[config.mk]
export PLATFORM = sky130hd
export DESIGN_NAME = spi_adc_responder_flat
export DESIGN_NICKNAME = d
export VERILOG_FILES = /design/src/rtl/spi_adc_pkg.sv /design/src/rtl/spi_adc_responder_if.sv /design/src/rtl/spi_slave_sync.sv /design/src/rtl/spi_adc_responder.sv /design/src/flat_wrapper.sv
export SDC_FILE = /design/constraint.sdc
export NUM_CORES = 1
export LEC_CHECK = 0
export BUFFER_PORTS_ARGS = -buffer_cell sky130_fd_sc_hd__buf_4
export CELL_PAD_IN_SITES_DETAIL_PLACEMENT = 1
export CELL_PAD_IN_SITES_GLOBAL_PLACEMENT = 2
export CORE_MARGIN = 3
export CORE_UTILIZATION = 38
export CTS_CLUSTER_SIZE = 12
export DETAILED_ROUTE_END_ITERATION = 7
export PLACE_DENSITY = 0.86
export SYNTH_ARGS = -nofsm -noshare
export SYNTH_HDL_FRONTEND = slang
export SYNTH_SLANG_ARGS = --single-unit
[constraint.sdc]
create_clock -name clk -period 5 [get_ports clk]
set_clock_uncertainty 0.15 [all_clocks]
set_input_delay 0 -clock clk [delete_from_list [all_inputs] [get_ports clk]]
set_output_delay 0 -clock clk [all_outputs]
set_load 0.01 [all_outputs]
[src/rtl/spi_adc_pkg.sv]
// Shared types and constants for the SPI ADC responder.
package spi_adc_pkg;

  localparam int unsigned BYTE_W = 8;
  localparam int unsigned CNT_W  = 4;

  typedef enum logic [1:0] {
    ST_IDLE = 2'd0,
    ST_CMD  = 2'd1,
    ST_RESP = 2'd2,
    ST_DONE = 2'd3
  } state_e;

  localparam logic [BYTE_W-1:0] CMD_READ_SAMPLE = 8'h01;
  localparam logic [BYTE_W-1:0] CMD_READ_ID     = 8'h02;
  localparam logic [BYTE_W-1:0] DEVICE_ID       = 8'h5A;
  localparam logic [BYTE_W-1:0] DEFAULT_RESP    = 8'hFF;

  // Response byte returned for a given command.
  function automatic logic [BYTE_W-1:0] resp_for_cmd(input logic [BYTE_W-1:0] cmd,
                                                     input logic [BYTE_W-1:0] sample);
    case (cmd)
      CMD_READ_SAMPLE: resp_for_cmd = sample;
      CMD_READ_ID:     resp_for_cmd = DEVICE_ID;
      default:         resp_for_cmd = DEFAULT_RESP;
    endcase
  endfunction

endpackage

[src/rtl/spi_adc_responder_if.sv]
// SPI bus lines between a master and the ADC responder.
interface spi_adc_responder_if;
  logic i_spi_clk;
  logic i_spi_cs_n;
  logic i_spi_mosi;
  logic o_spi_miso;

  modport slave  (input  i_spi_clk, i_spi_cs_n, i_spi_mosi, output o_spi_miso);
  modport master (output i_spi_clk, i_spi_cs_n, i_spi_mosi, input  o_spi_miso);
endinterface

[src/rtl/spi_slave_sync.sv]
// Synchroniser and edge detector for the three asynchronous SPI inputs.
// SYNC_STAGES is expected to be 2 or 3.
module spi_slave_sync #(
  parameter int unsigned SYNC_STAGES = 2
) (
  input  logic clk,
  input  logic rst,
  input  logic sclk_i,
  input  logic cs_n_i,
  input  logic mosi_i,
  output logic mosi_o,
  output logic sclk_rise_c,
  output logic sclk_fall_c,
  output logic cs_fall_c,
  output logic cs_rise_c
);

  logic [SYNC_STAGES-1:0] sclk_q;
  logic [SYNC_STAGES-1:0] cs_q;
  logic [SYNC_STAGES-1:0] mosi_q;
  logic                   sclk_last_q;
  logic                   cs_last_q;

  // Shift chains preset to the bus idle levels, plus one delayed copy for edges.
  always_ff @(posedge clk) begin
    if (rst) begin
      sclk_q      <= '0;
      cs_q        <= '1;
      mosi_q      <= '0;
      sclk_last_q <= 1'b0;
      cs_last_q   <= 1'b1;
    end else begin
      sclk_q      <= {sclk_q[SYNC_STAGES-2:0], sclk_i};
      cs_q        <= {cs_q[SYNC_STAGES-2:0], cs_n_i};
      mosi_q      <= {mosi_q[SYNC_STAGES-2:0], mosi_i};
      sclk_last_q <= sclk_q[SYNC_STAGES-1];
      cs_last_q   <= cs_q[SYNC_STAGES-1];
    end
  end

  assign mosi_o      = mosi_q[SYNC_STAGES-1];
  assign sclk_rise_c =  sclk_q[SYNC_STAGES-1] & ~sclk_last_q;
  assign sclk_fall_c = ~sclk_q[SYNC_STAGES-1] &  sclk_last_q;
  assign cs_fall_c   = ~cs_q[SYNC_STAGES-1]   &  cs_last_q;
  assign cs_rise_c   =  cs_q[SYNC_STAGES-1]   & ~cs_last_q;

endmodule

[src/rtl/spi_adc_responder.sv]
// SPI mode-0 slave: receives a command byte and answers with an ADC sample,
// the device ID or 0xFF in the second byte of a 16-bit frame.
module spi_adc_responder
  import spi_adc_pkg::*;
#(
  parameter int unsigned SYNC_STAGES = 2
) (
  input  logic              clk,
  input  logic              rst,
  input  logic [BYTE_W-1:0] i_sample,
  spi_adc_responder_if.slave spi,
  output logic [BYTE_W-1:0] o_cmd_byte,
  output logic              o_cmd_dv,
  output logic              o_frame_done,
  output logic              o_frame_err,
  output logic              o_busy
);

  logic mosi_s, sclk_rise, sclk_fall, cs_fall, cs_rise;

  spi_slave_sync #(.SYNC_STAGES(SYNC_STAGES)) u_sync (
    .clk         (clk),
    .rst         (rst),
    .sclk_i      (spi.i_spi_clk),
    .cs_n_i      (spi.i_spi_cs_n),
    .mosi_i      (spi.i_spi_mosi),
    .mosi_o      (mosi_s),
    .sclk_rise_c (sclk_rise),
    .sclk_fall_c (sclk_fall),
    .cs_fall_c   (cs_fall),
    .cs_rise_c   (cs_rise)
  );

  state_e             state_q, state_d;
  logic [CNT_W-1:0]   cnt_q, cnt_d;
  logic [BYTE_W-1:0]  rx_q, rx_d;
  logic [BYTE_W-1:0]  tx_q, tx_d;
  logic [BYTE_W-1:0]  cmd_byte_q, cmd_byte_d;
  logic               cmd_dv_q, cmd_dv_d;
  logic               done_q, done_d;
  logic               err_q, err_d;
  logic               miso_q, miso_d;
  logic               busy_q, busy_d;

  // State and output registers.
  always_ff @(posedge clk) begin
    if (rst) begin
      state_q    <= ST_IDLE;
      cnt_q      <= '0;
      rx_q       <= '0;
      tx_q       <= '0;
      cmd_byte_q <= '0;
      cmd_dv_q   <= 1'b0;
      done_q     <= 1'b0;
      err_q      <= 1'b0;
      miso_q     <= 1'b0;
      busy_q     <= 1'b0;
    end else begin
      state_q    <= state_d;
      cnt_q      <= cnt_d;
      rx_q       <= rx_d;
      tx_q       <= tx_d;
      cmd_byte_q <= cmd_byte_d;
      cmd_dv_q   <= cmd_dv_d;
      done_q     <= done_d;
      err_q      <= err_d;
      miso_q     <= miso_d;
      busy_q     <= busy_d;
    end
  end

  // Next-state logic; a chip-select rise overrides any SCLK edge in the same clk.
  always_comb begin
    state_d    = state_q;
    cnt_d      = cnt_q;
    rx_d       = rx_q;
    tx_d       = tx_q;
    cmd_byte_d = cmd_byte_q;
    cmd_dv_d   = 1'b0;
    done_d     = 1'b0;
    err_d      = 1'b0;

    if (cs_rise && state_q != ST_IDLE) begin
      state_d = ST_IDLE;
      if (state_q == ST_DONE) done_d = 1'b1;
      else                    err_d  = 1'b1;
    end else begin
      case (state_q)
        ST_IDLE: begin
          if (cs_fall) begin
            state_d = ST_CMD;
            cnt_d   = '0;
            rx_d    = '0;
          end
        end
        ST_CMD: begin
          if (sclk_rise) begin
            rx_d  = {rx_q[BYTE_W-2:0], mosi_s};
            cnt_d = cnt_q + CNT_W'(1);
            if (cnt_q == CNT_W'(7)) begin
              cmd_byte_d = {rx_q[BYTE_W-2:0], mosi_s};
              cmd_dv_d   = 1'b1;
              tx_d       = resp_for_cmd({rx_q[BYTE_W-2:0], mosi_s}, i_sample);
              state_d    = ST_RESP;
            end
          end
        end
        ST_RESP: begin
          // The falling edge right after the 8th rise precedes the master's first
          // response sample, so tx[7] is held through it rather than shifted out.
          if (sclk_fall && cnt_q != CNT_W'(8)) tx_d = {tx_q[BYTE_W-2:0], 1'b0};
          if (sclk_rise) begin
            cnt_d = cnt_q + CNT_W'(1);
            if (cnt_q == CNT_W'(15)) state_d = ST_DONE;
          end
        end
        default: ;
      endcase
    end

    miso_d = (state_d == ST_RESP) ? tx_d[BYTE_W-1] : 1'b0;
    busy_d = (state_d == ST_CMD) || (state_d == ST_RESP);
  end

  assign spi.o_spi_miso = miso_q;
  assign o_cmd_byte     = cmd_byte_q;
  assign o_cmd_dv       = cmd_dv_q;
  assign o_frame_done   = done_q;
  assign o_frame_err    = err_q;
  assign o_busy         = busy_q;

endmodule

[src/flat_wrapper.sv]
// flat-port wrapper written by rule: the top's interface ports become plain ports
module spi_adc_responder_flat import spi_adc_pkg::*;
#(
  parameter int unsigned SYNC_STAGES = 2
)
  (clk, rst, i_sample, o_cmd_byte, o_cmd_dv, o_frame_done, o_frame_err, o_busy, spi_i_spi_clk, spi_i_spi_cs_n, spi_i_spi_mosi, spi_o_spi_miso);
  spi_adc_responder_if spi_i ();
  input  logic clk;
  input  logic rst;
  input  logic [BYTE_W-1:0] i_sample;
  output logic [BYTE_W-1:0] o_cmd_byte;
  output logic o_cmd_dv;
  output logic o_frame_done;
  output logic o_frame_err;
  output logic o_busy;
  input wire logic [$bits(spi_i.i_spi_clk)-1:0] spi_i_spi_clk;
  input wire logic [$bits(spi_i.i_spi_cs_n)-1:0] spi_i_spi_cs_n;
  input wire logic [$bits(spi_i.i_spi_mosi)-1:0] spi_i_spi_mosi;
  output wire logic [$bits(spi_i.o_spi_miso)-1:0] spi_o_spi_miso;
  assign spi_i.i_spi_clk = spi_i_spi_clk;
  assign spi_i.i_spi_cs_n = spi_i_spi_cs_n;
  assign spi_i.i_spi_mosi = spi_i_spi_mosi;
  assign spi_o_spi_miso = spi_i.o_spi_miso;
  spi_adc_responder #(.SYNC_STAGES(SYNC_STAGES)) u_core (.clk(clk), .rst(rst), .i_sample(i_sample), .spi(spi_i), .o_cmd_byte(o_cmd_byte), .o_cmd_dv(o_cmd_dv), .o_frame_done(o_frame_done), .o_frame_err(o_frame_err), .o_busy(o_busy));
endmodule
Word level (Yosys, flattened, before mapping)
Cells that the tools add are included. W data, S select, Z words.

Word-level logic and storage cells: 82. Bits of input ports: 13. Register bits after elaboration: 42. Output and inout bits: 13.

Equal/unequal tests: 15. Bitwise gates (word level): 12. $add $sub $neg: 1. Reduce and logical (&&, ||, !) cells: 16. Mux-type cells: 22.

Operators with widths (count): $mux W8 (4); $pmux W8 S2 (2); $mux W7 (2); $pmux W7 S2 (1); $mux W2 (6); $reduce_and A4 Y1 (3); $ne A2 B1 Y1 const B (5); $eq A8 B1 Y1 const B (1); $eq A8 B2 Y1 const B (1); $mux W4 (2); $not A1 Y1 (8); $pmux W4 S2 (1); $reduce_bool A2 Y1 (4); $eq A2 B2 Y1 const B (3); $pmux W2 S3 (1); $reduce_or A2 Y1 (3); $reduce_and A5 Y1 (1); $add A4 B1 Y4 const B (1); $and A1 B1 Y1 (4); $eq A2 B1 Y1 const B (2); $eq A4 B3 Y1 const B (1); $eq A4 B4 Y1 const B (1); $ne A4 B4 Y1 const B (1); $reduce_or A4 Y1 (1); 4 further kinds (7).

Longest topological paths before layout
Gate-level depths: netlist (run 1).

Word-level depth: 8. Depth in mapped cells: 10. Mapped depth without buffers: 9.

Cells and area by module
A second synthesis (run 1) with hierarchy kept.

Cells, all modules: 206. Area, all modules: 1914.3 um2.

Modules (own cells, without submodules): spi_adc_responder (sequential area each 680.7 um2, area each 1679.1 um2, cells an instance 186, times used 1); spi_slave_sync (sequential area each 160.2 um2, area each 235.2 um2, cells an instance 20, times used 1).

Worst setup path after synthesis (run 1)
Ideal clock, no wire load.

Kind: register to register. Start: register u_core.state_q[0]. End: register u_core.miso_q, in the netlist u_core.spi.o_spi_miso. Clock period less this slack: 2.033 ns. Arrival time: 1.754 ns. Setup time: 0.129 ns. Setup slack: 2.967 ns. Path buffers: 1. Cell stages (with the launch flop): 8. Path through: dfxtp_1 -> inv_1 -> ha_1 -> buf_2 -> or3b_1 -> and3_1 -> a221oi_2 -> nor3b_2.

Longest elaborated chain between the ends: 7. Elaborated cells on any way between the ends: 17.

Ends and longest elaborated chain: start, declared (line spi_adc_responder.sv:34) `state_e state_q, state_d;`; start signal, assigned (line spi_adc_responder.sv:59) `state_q <= state_d;`; $mux W2 (on tied branches) (line spi_adc_responder.sv:114, spi_adc_responder.sv:100); $mux W2 (on tied branches) (line spi_adc_responder.sv:112, spi_adc_responder.sv:97); $pmux W2 S3 (line spi_adc_responder.sv:88) `case (state_q)`; $mux W2 (line spi_adc_responder.sv:83) `if (cs_rise && state_q != ST_IDLE) begin`; $eq A2 B2 Y1 (line spi_adc_responder.sv:121) `miso_d = (state_d == ST_RESP) ? tx_d[BYTE_W-1] : 1'b0;`; $not A1 Y1 (no line); $reduce_or A2 Y1 (no line); end signal, assigned (line spi_adc_responder.sv:67) `miso_q <= miso_d;`; end, declared (line spi_adc_responder.sv:42) `logic miso_q, miso_d;`.

Several ways; a longest one is shown, not always the timed one. A chain may end at the register's enable or synchronous reset.

Worst setup path in the final report (run 1)
Start: register u_core.state_q[1]. End: register u_core.busy_q, in the netlist u_core.o_busy.

Longest elaborated chain between the ends: 6. Elaborated cells on any way between the ends: 15.

Ends and longest elaborated chain: $mux W2 (on tied branches) (line spi_adc_responder.sv:114, spi_adc_responder.sv:100); $mux W2 (on tied branches) (line spi_adc_responder.sv:112, spi_adc_responder.sv:97); $pmux W2 S3 (line spi_adc_responder.sv:88); $mux W2 (*) (line spi_adc_responder.sv:83); named net u_core.state_d[1] (line spi_adc_responder.sv:34); $eq A2 B1 Y1 or $eq A2 B2 Y1 (tied branches) (line spi_adc_responder.sv:122) `busy_d = (state_d == ST_CMD) || (state_d == ST_RESP);`; $logic_or A1 B1 Y1 (*) (line spi_adc_responder.sv:122); end signal, assigned (line spi_adc_responder.sv:68) `busy_q <= busy_d;`; end, declared (line spi_adc_responder.sv:43) `logic busy_q, busy_d;`.

Mark *: on every way through the listed nets, which the timed path passes. The rest lies on a longest branch.

==> impl_results.md, run 1 <==
- CTS tree: built
- Largest delay share family, worst path: simple AND/OR/NAND/NOR gates
- Vias in the first global route: 1,645
- # setup viols final: 0
- Pint: 517 uW
- FF+latch area: 841 sq um
- Core area: 4880 sq um
- Initial core utilization: 0.406
- Fin crit share: 0.482
- Port bufs: 25
- TritonRoute pass-1 iters: 4
- Pin count of the biggest net entering global routing: 42
- Pins over their slew limit: 0
- Comb power frac: 0.083
- Rows: 25
- Mapped cell area: 1980 sq um
- Placer Congestion: 0.766
- H-Tree Depth: 2
- Total negative slack: 0 ps
- Total global routing overflow: 0
- Share of layout cells above drive strength 1: 0.213
- Worst R2R End: u_core.o_busy
- Post-synth EDFFs: 0
- LEAKAGE: 0.000909 uW
- Highest clock rate: 415 MHz
- Total wire length: 4220 um
- Routed Antenna Nets: 0
- Endpoint, Worst Hold: u_core.tx_q[1]
- Maximum vdd drop: 0.000152 V
- RSZ-0062 raised after global routing: false
- Root buffer cell: clkbuf_8
- Worst r2r src: u_core.state_q[1]
- Status: complete, no violations
- Arrival time worst endpoint: 2490 ps
- DR vias: 1,540
- Later-pin clock latency in the skew report: 300 ps
- Final Power: 671 uW
- Kind of critical path: reg -> reg
- Crit-path cells: inv_1 -> ha_1 -> nand3b_1 -> or3_4 -> a21oi_1 -> a21oi_1 -> nor2_1 -> ha_1 -> nor2_1
- Final hold vios: 0
- Post-synthesis sequential area ratio: 0.424
- Residual DRC: 0
- Fin nets: 260
- Dpl cells: 293
- Delay of the slowest cell on the worst path: 450 ps
- Final Non-Filler Cells: 307
- Clk pin slew, worst setup/hold paths: 80 ps
- Die X: 78.2 um
- Warnings from Yosys: 0
- Total Routing Usage GR: 0.159
- Crit path time final: 2410 ps
- Sw power: 154 uW
- FF-to-FF setup slack: 2590 ps
- PwrDens: 282 nW/um^2
- Maximum clock insertion buffer count: 2
- Area Overhead vs Synth: 19.9%
- Req. time, crit path: 5080 ps
- Min-delay src: i_sample[1]
- Worst-path fanout max: 11
- CP endpoint kind: register
- Worst Tran Pin Value: 505 ps
- Sw Share: 0.230
- DIE AREA: 6120 sq um
- Sequential share of power: 0.517
- Syn_area_per_cell: 9.49 sq um
- CTS sink count: 42
- Asr flop ratio synth: 0
- Antenna violations before repair: 0
- Post-CTS Resized: 0
- Post-Syn Instances: 209
- Yosys reg bits: 42
- Setup bufs post-CTS: 0
- Hold Crit Class: in -> reg
- Drt via density: 5.02
- Post-DP HPWL: 3010 um
- Critical Path Start Type: register
- Hold WS: 17.0 ps
- Crit path buf inv count: 1
- Multi-input logic area: 1060 sq um
- Die height: 78.2 um
- Io pins: 26
- Syn Nets: 230
- Global-route wire length before repair: 7650 um
- Clk network pwr share: 0.400
- Fillers: 573
- Avg WL per Cell: 13.8 um
- Num CTS Buffers: 5
- Post-CTS Hold Buffers: 6
- Worst r2r path cells: 9
- Worst Hold Depth: 5
- Max-cap viol count: 0
- Worst rel slew slack: 0.662
- CP max-delay cell: or3_4
- Initial DRC count: 27
- Yosys cell types: 44
- Main synth FF type: dfxtp_1
- Antenna cells: 0
-- power by group through the flow --
stage,clock network [uW],logic (uW),registers [uW]
3_5_place_dp,0,52.7,355
5_1_grt,293,63.3,348
6_report,268,55.6,347
2_1_floorplan,0,37.9,353
3_3_place_gp,0,51.7,355
4_1_cts,279,56.6,347
-- sequential cells by signal, summed over array words and instances (netlist names), 2 cells and up --
name / cells
u_core.u_sync.sclk_q: 2
u_core.cnt_q: 4
u_core.tx_q: 8
u_core.o_cmd_byte: 8
u_core.state_q: 2
u_core.u_sync.cs_q: 2
u_core.u_sync.mosi_q: 2
u_core.rx_q: 7
-- synth_stat cells, types with 2 or more instances --
master	count	area (sq um)
buf_6	2	22.5
and2_1	7	43.8
clkbuf_1	4	15.0
nand2_1	6	22.5
xor2_1	2	17.5
a21oi_1	14	70.1
buf_2	2	10.0
ha_1	8	100
or2_2	3	18.8
nand2b_1	3	18.8
mux2i_1	15	150
o21ai_1	3	15.0
nor2_1	30	113
a211oi_1	6	45.0
nand3b_1	3	22.5
nor3_1	12	60.1
or3_1	2	12.5
o21ai_0	4	20.0
and3b_1	2	17.5
dfxtp_1	42	841
inv_1	9	33.8
or2b_1	2	15.0
nor2b_1	5	31.3
nor3b_2	3	37.5
-- layout make-up --
type	count	share of cell area
multi-input combinational	149	0.445
sequential	42	0.354
timing repair buffer	31	0.104
tap	67	0.0353
clock buffer	6	0.0305
clock inverter	2	0.0158
inverter	10	0.0158
-- layer usage --
metal  GRT usage  share of wire  vias to the layer above
li1            -              -                      779
met1       0.195           0.47                      731
met2       0.266           0.47                       23
met3      0.0344          0.033                        7
met4      0.0734          0.021                        0
met5           0              0                        -
-- cells in the final DEF, fill, tap and decap left out, drive strengths merged, types with 4 or more instances in the layout --
| cell | synthesis | layout |
|---|---|---|
| nor2 | 31 | 31 |
| mux2i | 15 | 15 |
| inv | 10 | 10 |
| nor2b | 5 | 5 |
| o21ai | 7 | 7 |
| dfxtp | 42 | 42 |
| nand2 | 6 | 6 |
| nor3 | 13 | 13 |
| buf | 4 | 25 |
| clkbuf | 4 | 6 |
| ha | 8 | 8 |
| dlygate4sd3 | 0 | 6 |
| and2 | 8 | 8 |
| nor3b | 4 | 4 |
| a211oi | 7 | 7 |
| a21oi | 14 | 14 |
-- cell families (layout without fill, tap and decap cells) --
family	Yosys count	after routing	share of synthesized area
DFF	42	42	0.424
xor gates and xnor gates	2	2	0.00883
and+or+nand+nor	88	88	0.267
muxes	15	15	0.0757
buffers and inverters	18	49	0.0429
AOI/OAI and AO/OA	35	35	0.126
adders and majority gates	9	9	0.0555
-- worst max-delay path by stage --
stage | from | to | depth (start not counted)
6_report | u_core.state_q[1] | u_core.o_busy | 9
5_1_grt | u_core.state_q[1] | u_core.o_busy | 9
4_1_cts | u_core.state_q[1] | u_core.o_busy | 9
3_5_place_dp | u_core.state_q[1] | u_core.o_busy | 9
3_3_place_gp | u_core.state_q[1] | u_core.o_busy | 9
2_1_floorplan | u_core.state_q[0] | u_core.spi.o_spi_miso | 7
-- tightest hold or removal path, cell delays in order --
cell      delay [ps]
buf_4             80
inv_1             30
a21oi_1          110
a211oi_1          60
nor3_1           150
-- metrics by stage --
stage | setup slack [ps] | instance area (sq um) | utilization
after floorplan | 2970 | 1980 | -
after global placement | 2690 | 2210 | 0.452
after detailed placement | 2610 | 2210 | 0.452
after CTS | 2590 | 2380 | 0.487
after global routing | 2360 | 2380 | 0.487
final | 2590 | 2380 | 0.487
Note: power is estimated with default switching activity, not from simulation.
==> run 2: changes to the inputs <==
CORE_UTILIZATION = 32   (was 38)
PLACE_DENSITY = 0.78   (was 0.86)
clock period = 2.2 ns   (was 5 ns; I/O delays follow)
==> impl_results.md, run 2 (synthesis results as in run 1) <==
- Worst r2r path cells: 8
- Clk pin slew, worst setup/hold paths: 80 ps
- Pins over their slew limit: 0
- PwrDens: 618 nW/um^2
- Sequential share of power: 0.511
- Core area: 5960 sq um
- Dpl cells: 308
- Worst R2R End: u_core.spi.o_spi_miso
- # setup viols final: 0
- Req. time, crit path: 2270 ps
- Sw Share: 0.232
- Crit path time final: 2060 ps
- Pint: 1180 uW
- Post-DP HPWL: 3040 um
- RSZ-0062 raised after global routing: false
- Fin nets: 270
- Comb power frac: 0.091
- Maximum clock insertion buffer count: 2
- Initial core utilization: 0.333
- Placer Congestion: 0.730
- DIE AREA: 7180 sq um
- Later-pin clock latency in the skew report: 300 ps
- Die height: 84.7 um
- Rows: 28
- CTS sink count: 42
- Num CTS Buffers: 5
- Die X: 84.7 um
- Highest clock rate: 485 MHz
- Crit-path cells: inv_1 -> ha_1 -> nand3b_1 -> or3_4 -> buf_4 -> a211oi_2 -> a221oi_2 -> nor3b_2
- TritonRoute pass-1 iters: 4
- Worst rel slew slack: 0.718
- Sw power: 358 uW
- Total negative slack: 0 ps
- Residual DRC: 0
- Worst-path fanout max: 6
- Most frequent cells in the layout: dfxtp_1 (42), buf_4 (34), nor2_1 (30)
- Share of layout cells above drive strength 1: 0.256
- Worst r2r src: u_core.state_q[1]
- Avg WL per Cell: 13.4 um
- Global-route wire length before repair: 7320 um
- Hold Crit Class: in -> reg
- LEAKAGE: 0.000961 uW
- FF-to-FF setup slack: 140 ps
- Routed Antenna Nets: 0
- Max-cap viol count: 0
- Critical Path Start Type: register
- Total global routing overflow: 0
- Min-delay src: i_sample[3]
- Antenna cells: 0
- Fin crit share: 0.936
- Drt via density: 4.84
- Worst Hold Depth: 5
- Delay of the slowest cell on the worst path: 430 ps
- Total Routing Usage GR: 0.126
- Final instance area: 2500 sq um
- Multi-input logic area: 1080 sq um
- FF+latch area: 841 sq um
- Kind of critical path: reg -> reg
- Total wire length: 4340 um
- Antenna violations before repair: 0
- DP Area: 2270 sq um
- Pin count of the biggest net entering global routing: 42
- Final hold vios: 0
- Endpoint, Worst Hold: u_core.tx_q[3]
- Fillers: 700
- CTS tree: built
- Vias in the first global route: 1,560
- DR vias: 1,574
- Status: complete, no violations
- CP max-delay cell: or3_4
- Port bufs: 25
- Arrival time worst endpoint: 2130 ps
- H-Tree Depth: 2
- Area Overhead vs Synth: 25.9%
- Final Non-Filler Cells: 325
- Root buffer cell: clkbuf_8
- Clk network pwr share: 0.398
- CP endpoint kind: register
- Io pins: 26
- Maximum vdd drop: 0.000393 V
- Commonest non-fill, non-tap cell in the layout: dfxtp_1
- Initial DRC count: 36
- Final setup margin: 140 ps
- Dpl ws: 46.6 ps
- Worst Tran Pin Value: 420 ps
## run 2: cell types whose count changed in the layout (fill, tap and decap cells not counted), sizes merged
cell,delta
buf,+10
## run 2: what timing repair did
item,in CTS,in global routing
endpoints found under the setup margin,0,19
resized for setup,0,4
buffers inserted,0,3
hold buffers,6,0
endpoints found under the hold margin,27,0
## run 2: routing by layer
metal	global-route usage	up-vias	wire length, um	share of wire
li1	-	800	-	-
met4	0.0432	0	64	0.015
met1	0.170	738	2150	0.49
met5	0	-	0	0
met2	0.194	29	1960	0.45
met3	0.0334	7	162	0.037
## run 2: critical path, delay by kind of cell, from the launching register on
kind,cells,cell delay (ps)
and+or+nand+nor,3,690
AOI/OAI and AO/OA,2,300
adders and majority gates,1,190
buffers and inverters,2,280
DFF,1,360
## run 2: area by class of cell
| class | count | share of cell area |
|---|---|---|
| clock inverters | 2 | 0.0150 |
| multi-input cells | 149 | 0.432 |
| inverters | 10 | 0.0150 |
| clock buffers | 6 | 0.0291 |
| well taps | 75 | 0.0376 |
| flip-flops and latches | 42 | 0.337 |
| repair buffers | 41 | 0.134 |
## run 2: how the worst max path moves through the flow
stage | from | to | slack [ps] | cells past startpoint
final | u_core.state_q[1] | u_core.spi.o_spi_miso | 140 | 8
after CTS | u_core.state_q[0] | u_core.cnt_q[3] | 20 | 7
after detailed placement | u_core.state_q[0] | u_core.cnt_q[3] | 50 | 7
after global routing | u_core.cnt_q[0] | u_core.spi.o_spi_miso | 2 | 7
after global placement | u_core.state_q[1] | u_core.cnt_q[3] | 110 | 7
after floorplan | u_core.state_q[0] | u_core.spi.o_spi_miso | 170 | 7
## run 2: metrics by stage
| stage | hold slack [ps] | util | total power (uW) |
|---|---|---|---|
| after global placement | 38.6 | 0.381 | 928 |
| after global routing | 71.4 | 0.419 | 1610 |
| after detailed placement | 43.1 | 0.381 | 930 |
| after floorplan | -46.2 | - | 890 |
| final | 19.2 | 0.419 | 1540 |
| after CTS | 17.8 | 0.410 | 1550 |
## run 2: power by group through the flow
stage               combinational, uW  clock, uW  sequential, uW
global route                      156        660             791
global placement                  123          0             806
CTS                               133        631             788
detailed placement                124          0             806
floorplan                        86.2          0             803
finish                            141        613             788
